File: config.mk
export PLATFORM = sky130hd
export DESIGN_NAME = normalize
export DESIGN_NICKNAME = d
export VERILOG_FILES = /design/src/rtl/normalize.sv
export SDC_FILE = /design/constraint.sdc
export NUM_CORES = 1
export LEC_CHECK = 0
export CORE_MARGIN = 8
export CORE_UTILIZATION = 54
export CTS_CLUSTER_SIZE = 28
export DETAILED_ROUTE_END_ITERATION = 12
export PLACE_DENSITY = 0.86
export SLEW_MARGIN = 0
export SYNTH_ARGS = -nofsm -noshare
export SYNTH_HDL_FRONTEND = slang
export SYNTH_SLANG_ARGS = --single-unit
File: constraint.sdc
create_clock -name clk -period 6.8 [get_ports clk]
set_clock_uncertainty 0.15 [all_clocks]
set_input_delay 1.7 -clock clk [delete_from_list [all_inputs] [get_ports clk]]
set_output_delay 1.7 -clock clk [all_outputs]
set_load 0.05 [all_outputs]
File: src/rtl/normalize.sv
// Two-stage normalizer: takes a two's-complement mantissa sum with a common exponent and
// produces a sign/magnitude result with the hidden one at bit WIDTH-1, plus zero/ovf/unf flags.
module normalize #(
   parameter int WIDTH = 52,
   parameter int EXP_W = 10,
   parameter int GUARD = 4
) (
   input  logic                   clk,
   input  logic                   rst_n,
   input  logic                   in_valid,
   output logic                   in_ready,
   input  logic [WIDTH+GUARD:0]   isum,
   input  logic [EXP_W-1:0]       iexp,
   output logic                   out_valid,
   input  logic                   out_ready,
   output logic                   osign,
   output logic [WIDTH-1:0]       omant,
   output logic [EXP_W-1:0]       oexp,
   output logic                   ozero,
   output logic                   oovf,
   output logic                   ounf
);

   localparam int MW = WIDTH + GUARD + 1;
   localparam int PW = $clog2(MW);
   localparam int SW = EXP_W + 2;
   localparam logic signed [SW-1:0] EMAX = SW'((1 << EXP_W) - 1);
   localparam logic signed [SW-1:0] EMIN = SW'(1);
   localparam logic [PW-1:0]        TOP  = PW'(WIDTH - 1);

   logic             s1_valid_q;
   logic             s1_sign_q;
   logic [MW-1:0]    s1_mag_q;
   logic [EXP_W-1:0] s1_exp_q;
   logic [MW-1:0]    mag_d;

   logic             ov_q, sign_q, zero_q, ovf_q, unf_q;
   logic [WIDTH-1:0] mant_q;
   logic [EXP_W-1:0] exp_q;

   logic             sign_d, zero_d, ovf_d, unf_d;
   logic [WIDTH-1:0] mant_d;
   logic [EXP_W-1:0] exp_d;
   logic [PW-1:0]    p, sh;
   logic [WIDTH-1:0] norm;
   logic signed [SW-1:0] d, e;
   logic             adv1;

   assign adv1     = !ov_q || out_ready;
   assign in_ready = !s1_valid_q || adv1;

   // The MW-bit negate wraps -2^(MW-1) onto itself, which is exactly its magnitude.
   assign mag_d = isum[MW-1] ? (~isum + MW'(1)) : isum;

   always_comb begin
      p = '0;
      for (int i = 0; i < MW; i++)
         if (s1_mag_q[i]) p = PW'(i);
   end

   always_comb begin
      sh   = '0;
      norm = '0;
      if (p >= TOP) begin
         sh   = p - TOP;
         norm = WIDTH'(s1_mag_q >> sh);
      end else begin
         sh   = TOP - p;
         norm = WIDTH'(s1_mag_q << sh);
      end
      d = $signed(SW'(p)) - $signed(SW'(TOP));
      e = $signed(SW'(s1_exp_q)) + d;
   end

   always_comb begin
      sign_d = s1_sign_q;
      zero_d = 1'b0;
      ovf_d  = 1'b0;
      unf_d  = 1'b0;
      mant_d = norm;
      exp_d  = EXP_W'(e);
      if (s1_mag_q == '0) begin
         sign_d = 1'b0;
         zero_d = 1'b1;
         mant_d = '0;
         exp_d  = '0;
      end else if (e > EMAX) begin
         ovf_d  = 1'b1;
         mant_d = '1;
         exp_d  = '1;
      end else if (e < EMIN) begin
         unf_d  = 1'b1;
         mant_d = '0;
         exp_d  = '0;
      end
   end

   always_ff @(posedge clk or negedge rst_n) begin
      if (!rst_n) begin
         s1_valid_q <= 1'b0;
         s1_sign_q  <= 1'b0;
         s1_mag_q   <= '0;
         s1_exp_q   <= '0;
      end else if (in_ready) begin
         s1_valid_q <= in_valid;
         if (in_valid) begin
            s1_sign_q <= isum[MW-1];
            s1_mag_q  <= mag_d;
            s1_exp_q  <= iexp;
         end
      end
   end

   // Output registers only load on advance, so a stalled result stays put.
   always_ff @(posedge clk or negedge rst_n) begin
      if (!rst_n) begin
         ov_q   <= 1'b0;
         sign_q <= 1'b0;
         mant_q <= '0;
         exp_q  <= '0;
         zero_q <= 1'b0;
         ovf_q  <= 1'b0;
         unf_q  <= 1'b0;
      end else if (adv1) begin
         ov_q <= s1_valid_q;
         if (s1_valid_q) begin
            sign_q <= sign_d;
            mant_q <= mant_d;
            exp_q  <= exp_d;
            zero_q <= zero_d;
            ovf_q  <= ovf_d;
            unf_q  <= unf_d;
         end
      end
   end

   assign out_valid = ov_q;
   assign osign     = sign_q;
   assign omant     = mant_q;
   assign oexp      = exp_q;
   assign ozero     = zero_q;
   assign oovf      = ovf_q;
   assign ounf      = unf_q;

endmodule
==> results <==
worst max-delay path by stage:
stage | start | slack [ps] | endpoint
detailed placement | s1_mag_q[44] | 390 | omant[24]
CTS | s1_mag_q[44] | 350 | omant[24]
global route | s1_mag_q[21] | 30 | omant[24]
global placement | s1_mag_q[44] | 640 | omant[24]
finish | s1_mag_q[52] | 260 | omant[24]
floorplan | s1_mag_q[32] | 60 | omant[35]
final cells by class:
type	count	area, sq um
clock buffers	17	425.4
clock inverters	15	153.9
fillers	2291	9558
inverters	41	156.4
multi-input cells	1452	10030
flip-flops and latches	136	3403
well taps	335	419.2
repair buffers	198	1841
power by group through the flow:
stage	combinational (uW)	sequential [uW]	clock, uW
6_report	5130	1290	973
3_5_place_dp	4910	1290	0
4_1_cts	4930	1270	965
2_1_floorplan	2830	1670	0
5_1_grt	5320	1310	999
3_3_place_gp	4900	1270	0
per-stage QoR:
stage                     cell area [sq um]  instances
final                                 16430       2194
after global routing                  16430       2194
after CTS                             16420       2194
after detailed placement              15840       2162
after global placement                15840       2162
after floorplan                       14280       1797
worst min-delay path: cells and delay by family, from the launching register on:
family / cells / cell delay, ps
flip-flops: 1 / 350
AND/OR/NAND/NOR: 1 / 50
AO/OA/AOI/OAI: 1 / 60
cell usage after synthesis, types with 21 or more instances:
cell	instances	area share, %
buf_2	56	2.0
xor2_1	53	3.3
dfrtp_1	136	24
inv_1	36	0.95
nand3_1	50	1.8
a211oi_1	28	1.5
clkbuf_1	92	2.4
nor4_1	22	0.96
nor2_1	118	3.1
a221oi_1	22	1.3
a21o_1	21	1.1
a21oi_1	156	5.5
o21ai_0	157	5.5
mux2i_1	157	11
nor3_1	36	1.3
o31ai_1	27	1.4
mux2_2	37	2.9
o211ai_1	25	1.3
nand2_1	182	4.8
kinds of logic after synthesis:
group	count (synthesis)	synth area share [%]
adders and majority gates	16	1.454
xor gates and xnor gates	62	3.802
and+or+nand+nor	523	17.44
muxes	213	16.92
AOI/OAI and AO/OA	638	30.14
buffers and inverters	209	6.421
DFF	136	23.83
per-layer routing:
metal  routed length [um]  global-route usage (%)  part of all wire, %  up-vias
met4                 4098                   21.15                  6.6        2
met2                26410                   57.56                   43     1163
met5                   13                       0                0.021        -
li1                     -                       -                    -     6913
met3                 7139                   9.335                   12      276
met1                24180                   48.90                   39     7491
flip-flops by register name, summed over array words and instances (netlist names):
signal      cells
omant          52
ozero           1
oovf            1
s1_exp_q       10
s1_valid_q      1
out_valid       1
s1_mag_q       57
ounf            1
s1_sign_q       1
osign           1
oexp           10
==> metrics list <==
* Number of buffers inserted by hold repair at cts: 0
- Number of buffers on the longest clock path: 2
- Cell internal power was estimated by the tool at around 3300 uW.
* Placeable core region: approximately 0.026 sq mm
- The final hold violation count was 0.
- Final worst hold slack: ~340 ps
- After technology mapping, the gate count stands at between 1.5k and 2k.
- Data arrival time at the worst-slack endpoint: roughly 6700 ps
* Hold depth: 2
* Worst Hold Path EP: ounf
- Final worst-path cycle share: around 96%
- Headroom to the max-slew limit: between 10% and 20%
- NumNets Final: just under 2k
- Gates resized during post-CTS repair numbered 0.
* Switching pwr: just over 4000 uW
- The number of pins exceeding their max-slew limit in the final report came to 0.
- The worst path needs 6540 ps of the cycle, external delays included.
* Starting density of the core: 54.96%
- Once detailed placement completed, the half-perimeter wirelength came to approximately 47,000 um.
* Horizontal extent of the die: 178.6 um
* First-pass DRT Iterations: 6
- Maximum number of pins on one net before global-route repair: 110
- Dividing total power by cell area gives a power density of roughly 450 mW/mm^2.
- Number of setup buffers added after CTS: 0
- Max-cap violations in this run came to 0.
* Buffer type at the clock tree root: clkbuf_16
- The worst setup path is captured at a register.
* Levels on crit path: 24
- Antenna violations before repair: 1
* Register clock-pin slew on the reported worst setup and hold paths: about 70 ps
* Seq/Total Area, Yosys: between 20% and 30%
- Hold Path Origin: ounf
- Cell family with the largest share of critical-path delay: simple AND/OR/NAND/NOR gates
* Top cell by count, worst path: nand2_1
- Cells fill 63.22% of the core in the end.
- Across the VDD grid, the largest voltage drop is 319.5 uV.
- Setup repair after global routing missed its margin: false
- The floorplan step defined a die boundary enclosing between 0.03 and 0.04 sq mm.
- The floorplan has slightly below 60 rows.
- Switching Fraction: a little under three fifths
- Counting cells, the worst reg-to-reg path comes to 24.
- H-tree Lvls: 4
- Average wire length per cell after detail routing: around 28 um
* Worst r2r src: s1_mag_q[52]
- Layout cell share with drive strength beyond 1: between 10% and 20%
- List of cells traversed by the critical path: or2_1 -> or4_1 -> a21oi_2 -> or2_2 -> nand2_4 -> inv_2 -> ha_1 -> nand2_1 -> nand2_1 -> nand2_1 -> ha_1 -> nor4_1 -> o21ai_0 -> a21o_1 -> a221oi_1 -> and4_1 -> a2111o_1 -> a21oi_1 -> buf_4 -> nand2_1 -> nor2_1 -> buf_4 -> a221o_1 -> or3_1
* Startpoint types: register
- The critical path contains buffers and inverters numbering 3 combined.
* Via count of the first global-routing pass: 14.77k
* Power consumption: roughly 7400 uW
* Transition at the pin with the smallest max-transition slack: around 1300 ps
- FF-to-FF setup slack: ~260 ps
- CTS saw 136 sinks.
- Most used cells in the layout excluding fill and tap cells: 180 x nand2_1, 157 x o21ai_0, 157 x mux2i_1, 156 x a21oi_1
- Required time at the endpoint of the critical path: approximately 7000 ps
- Total gr overflow: 0
* Ant. Diodes: 0
* Global router's overall resource usage: about 38%
- Portion of total power attributed to sequential cells: approximately 17%
- Clock latency at the later pin of the worst-skew pair: about 440 ps
- The largest individual stage delay along the critical path comes from the cell dfrtp_1.
* Number of buffers created by CTS: 17
- Count of pins on the block boundary: 139
- Part of the power in combinational logic: 69.4%
* Count of distinct cell types in the synthesized netlist: between 90 and 100
- Crit-path max FO: 21
- First-pass GRT wire length: 92,750 um
* Cell area after technology mapping: approximately 0.014 sq mm
- The detail route stage leaves a number of antenna-violating nets equal to 0.
* Synthesis-to-layout area growth: 15.02%
- The final layout contains routed wiring with a total length of between 60,000 and 70,000 um.
- The congestion estimate from routability-driven global placement came to ~1.1.
- Synthesis produced a netlist with a net count of roughly 1.9k.
* Die Ht: 178.6 um
* Count of buffers inserted at the top-level ports: between 100 and 150
- In the routed layout, each cell is associated on average with a via count of ~7.2.
* Flop and latch count out of synthesis: approximately 140
- Number of failing setup endpoints in the final timing report: 0
- Dpl ws: 389.1 ps
- The flow ran to the end, and the final reports show no timing, DRC or antenna violations.
* Most used flip-flop cell after synthesis: dfrtp_1
- The library cell used most frequently in the layout, excluding fill and tap cells, is nand2_1.
- In the routed design, unresolved DRC markers number 0.
- Starting DRT DRC Count: roughly 2.7k
* Number of flops mapped to enable cells by yosys: 0
* Largest incremental delay on the critical path: 470 ps
* Aggregate negative setup slack: 0 ps
- Average footprint of a synthesized cell: between 7 and 8 sq um
* Final Worst Setup Slack: between 200 and 300 ps
- CTS tree: done
- Overall via count from detail_route: about 16k
- The path class of the tightest hold or removal check is register to register.
- The worst register-to-register path ends at omant[24].
- Count of yosys warnings during synthesis: 0
* Leak Pwr: between 0.006 and 0.007 uW
- Derived from the worst setup path, the maximum achievable clock frequency is ~0.15 GHz.
- By startpoint and endpoint, the worst setup path is classified as register to register.
- Of the total power, the clock network draws about an eighth.
- After synthesis, the share of flip-flops with an asynchronous set or reset is 100.0%.
No activity file was read; power rests on OpenSTA's default activity.
==> variant: new RTL, config.mk and constraints unchanged <==
The parameter `EXP_W` goes from 10 to 12.
--- a/src/rtl/normalize.sv
+++ b/src/rtl/normalize.sv
@@ -4,3 +4,3 @@
    parameter int WIDTH = 52,
-   parameter int EXP_W = 10,
+   parameter int EXP_W = 12,
    parameter int GUARD = 4
Interface: changed (resized iexp and oexp); port bits go from 139 to 143. No check against the original RTL was run, so the function may have changed too.
==> variant against the unedited design <==
Critical path depth is 1 lower; global-route usage increased by 0.50 points; routed wire length is 3.6% higher; cell area grew 4.7%; sequential cell count rose by 4; count of clock-buffer cells in the layout is 1 higher; total power rose by 9.1%; synthesized area increased by 2.4%; worst setup slack improved by 0.076 ns; cell count decreased by 1.4%; combinational power increased by 11%; largest cell class unchanged.
==> variant: results (changes against the unedited design) <==
largest net degree at the start of global routing 81 (-26%); share of cells above drive strength 1 14.3% (+3.6 points); Routed WL 64100 um (+3.6%); most frequent cells after synthesis nand2_1, mux2i_1, dfrtp_1; met2 global-route usage 58.3% (+0.73 points); sequential-to-total area share from yosys stat 24.0% (+0.14 points); Biggest register s1_mag_q; ranking of synthesized cells by area dfrtp_1, mux2i_1, mux4_2; met1 usage 50.1% (+1.2 points); critical path fanouts, max 12 (-43%); routability congestion estimate 1.04 (-1.9%); first-pass GRT wire length 96800 um (+4.4%); vias in the first global route 15200 (+2.7%); leak pwr 0.00711 uW (+4.1%); status completed; initial antenna violation count 2 (+1); routed vias/inst 7.36 (+2.0%); fillcell total 2256 (-1.5%); VDD IR max 0.000236 V (-26%); final layout net count 1901 (-1.7%); detailed placement HPWL 49300 um (+3.8%); met3 Resource Use GR 9.68% (+0.34 points); Switch Pwr 4450 uW (+8.1%); area share of the largest cell type after synthesis 24.0% (+0.14 points); Slew @ Worst Pin 1.06 ns (-0.208 ns); GRT Total Usage 38.5% (+0.50 points); Yosys cell types 85 (-11%); pre-CTS WS 0.0840 ns (-0.305 ns); CP arrival 6.62 ns (-0.08 ns); syn_nets 1827 (-3.0%); IO buf count 142 (+2.9%); initial DRC count 2825 (+6.2%); dpl cell area 0.0165 mm^2 (+4.4%)
variant: worst paths after layout:
check / from / end / slack (ns) / cells after the start
min in group asynchronous: rst_n / oexp[6] / 1.11 / 1
hold / removal: oovf / oovf / 0.33 / 1
setup / recovery: s1_mag_q[53] / omant[34] / 0.34 / 23
setup reg to reg: s1_mag_q[53] / omant[34] / 0.34 / 23
hold reg to reg: oovf / oovf / 0.33 / 1
max in group asynchronous: rst_n / omant[50] / 4.11 / 2
variant: stage by stage:
| step | hold slack (ns) | power (uW) | util (%) | cells |
|---|---|---|---|---|
| 3_5_place_dp | 0.315 | 6770 | 61.7 | 2131 |
| 5_1_grt | 0.352 | 8300 | 64.2 | 2163 |
| 4_1_cts | 0.332 | 7800 | 63.9 | 2163 |
| 3_3_place_gp | 0.312 | 6720 | 61.7 | 2131 |
| 2_1_floorplan | 0.321 | 4850 | - | 1735 |
| 6_report | 0.326 | 8060 | 64.2 | 2164 |
variant: logic make-up after synthesis:
logic type,count (synthesis),synth area share [%]
compound gates,526,23.9
xor+xnor,64,3.83
fa+ha+maj,19,1.68
buf+inv,198,5.21
flops,140,24.0
mux,268,24.0
simple gates,520,17.4
variant: layout make-up:
type	count	area [um^2]	area share, %
Tap cell	341	427	2.48
Multi-Input combinational cell	1397	10500	61.3
Inverter	38	146	0.851
Antenna cell	1	2.50	0.0145
Clock inverter	14	176	1.03
Timing Repair Buffer	215	1980	11.5
Clock buffer	18	429	2.49
Sequential cell	140	3500	20.4
variant: critical path, stage by stage (launching register included):
cell	delay [ns]
dfrtp_1	0.54
nor2b_1	0.21
o21ai_1	0.32
o211ai_1	0.25
nor2_1	0.28
o21a_2	0.22
nor2_4	0.06
ha_2	0.26
nand2_1	0.12
nand2_1	0.10
xor2_1	0.25
clkinv_1	0.19
ha_1	0.30
a21oi_1	0.19
nand2_1	0.17
or3_1	0.35
a2111oi_0	0.35
or4b_4	0.53
nor3_2	0.29
o22ai_4	0.22
and2_4	0.23
nand2_2	0.12
a21oi_1	0.10
or4b_1	0.51
variant: power groups by stage:
stage                     clock network, uW  registers [uW]  logic, uW
final                                  1030            1350       5690
after global routing                   1060            1370       5880
after CTS                              1020            1330       5450
after detailed placement                  0            1350       5420
after global placement                    0            1330       5390
after floorplan                           0            1790       3050
variant: per-layer routing:
| layer | up-vias | part of all wire (%) |
|---|---|---|
| met5 | - | 0.020 |
| met4 | 2 | 6.7 |
| met3 | 299 | 12 |
| met2 | 1306 | 43 |
| met1 | 7556 | 38 |
| li1 | 6772 | - |
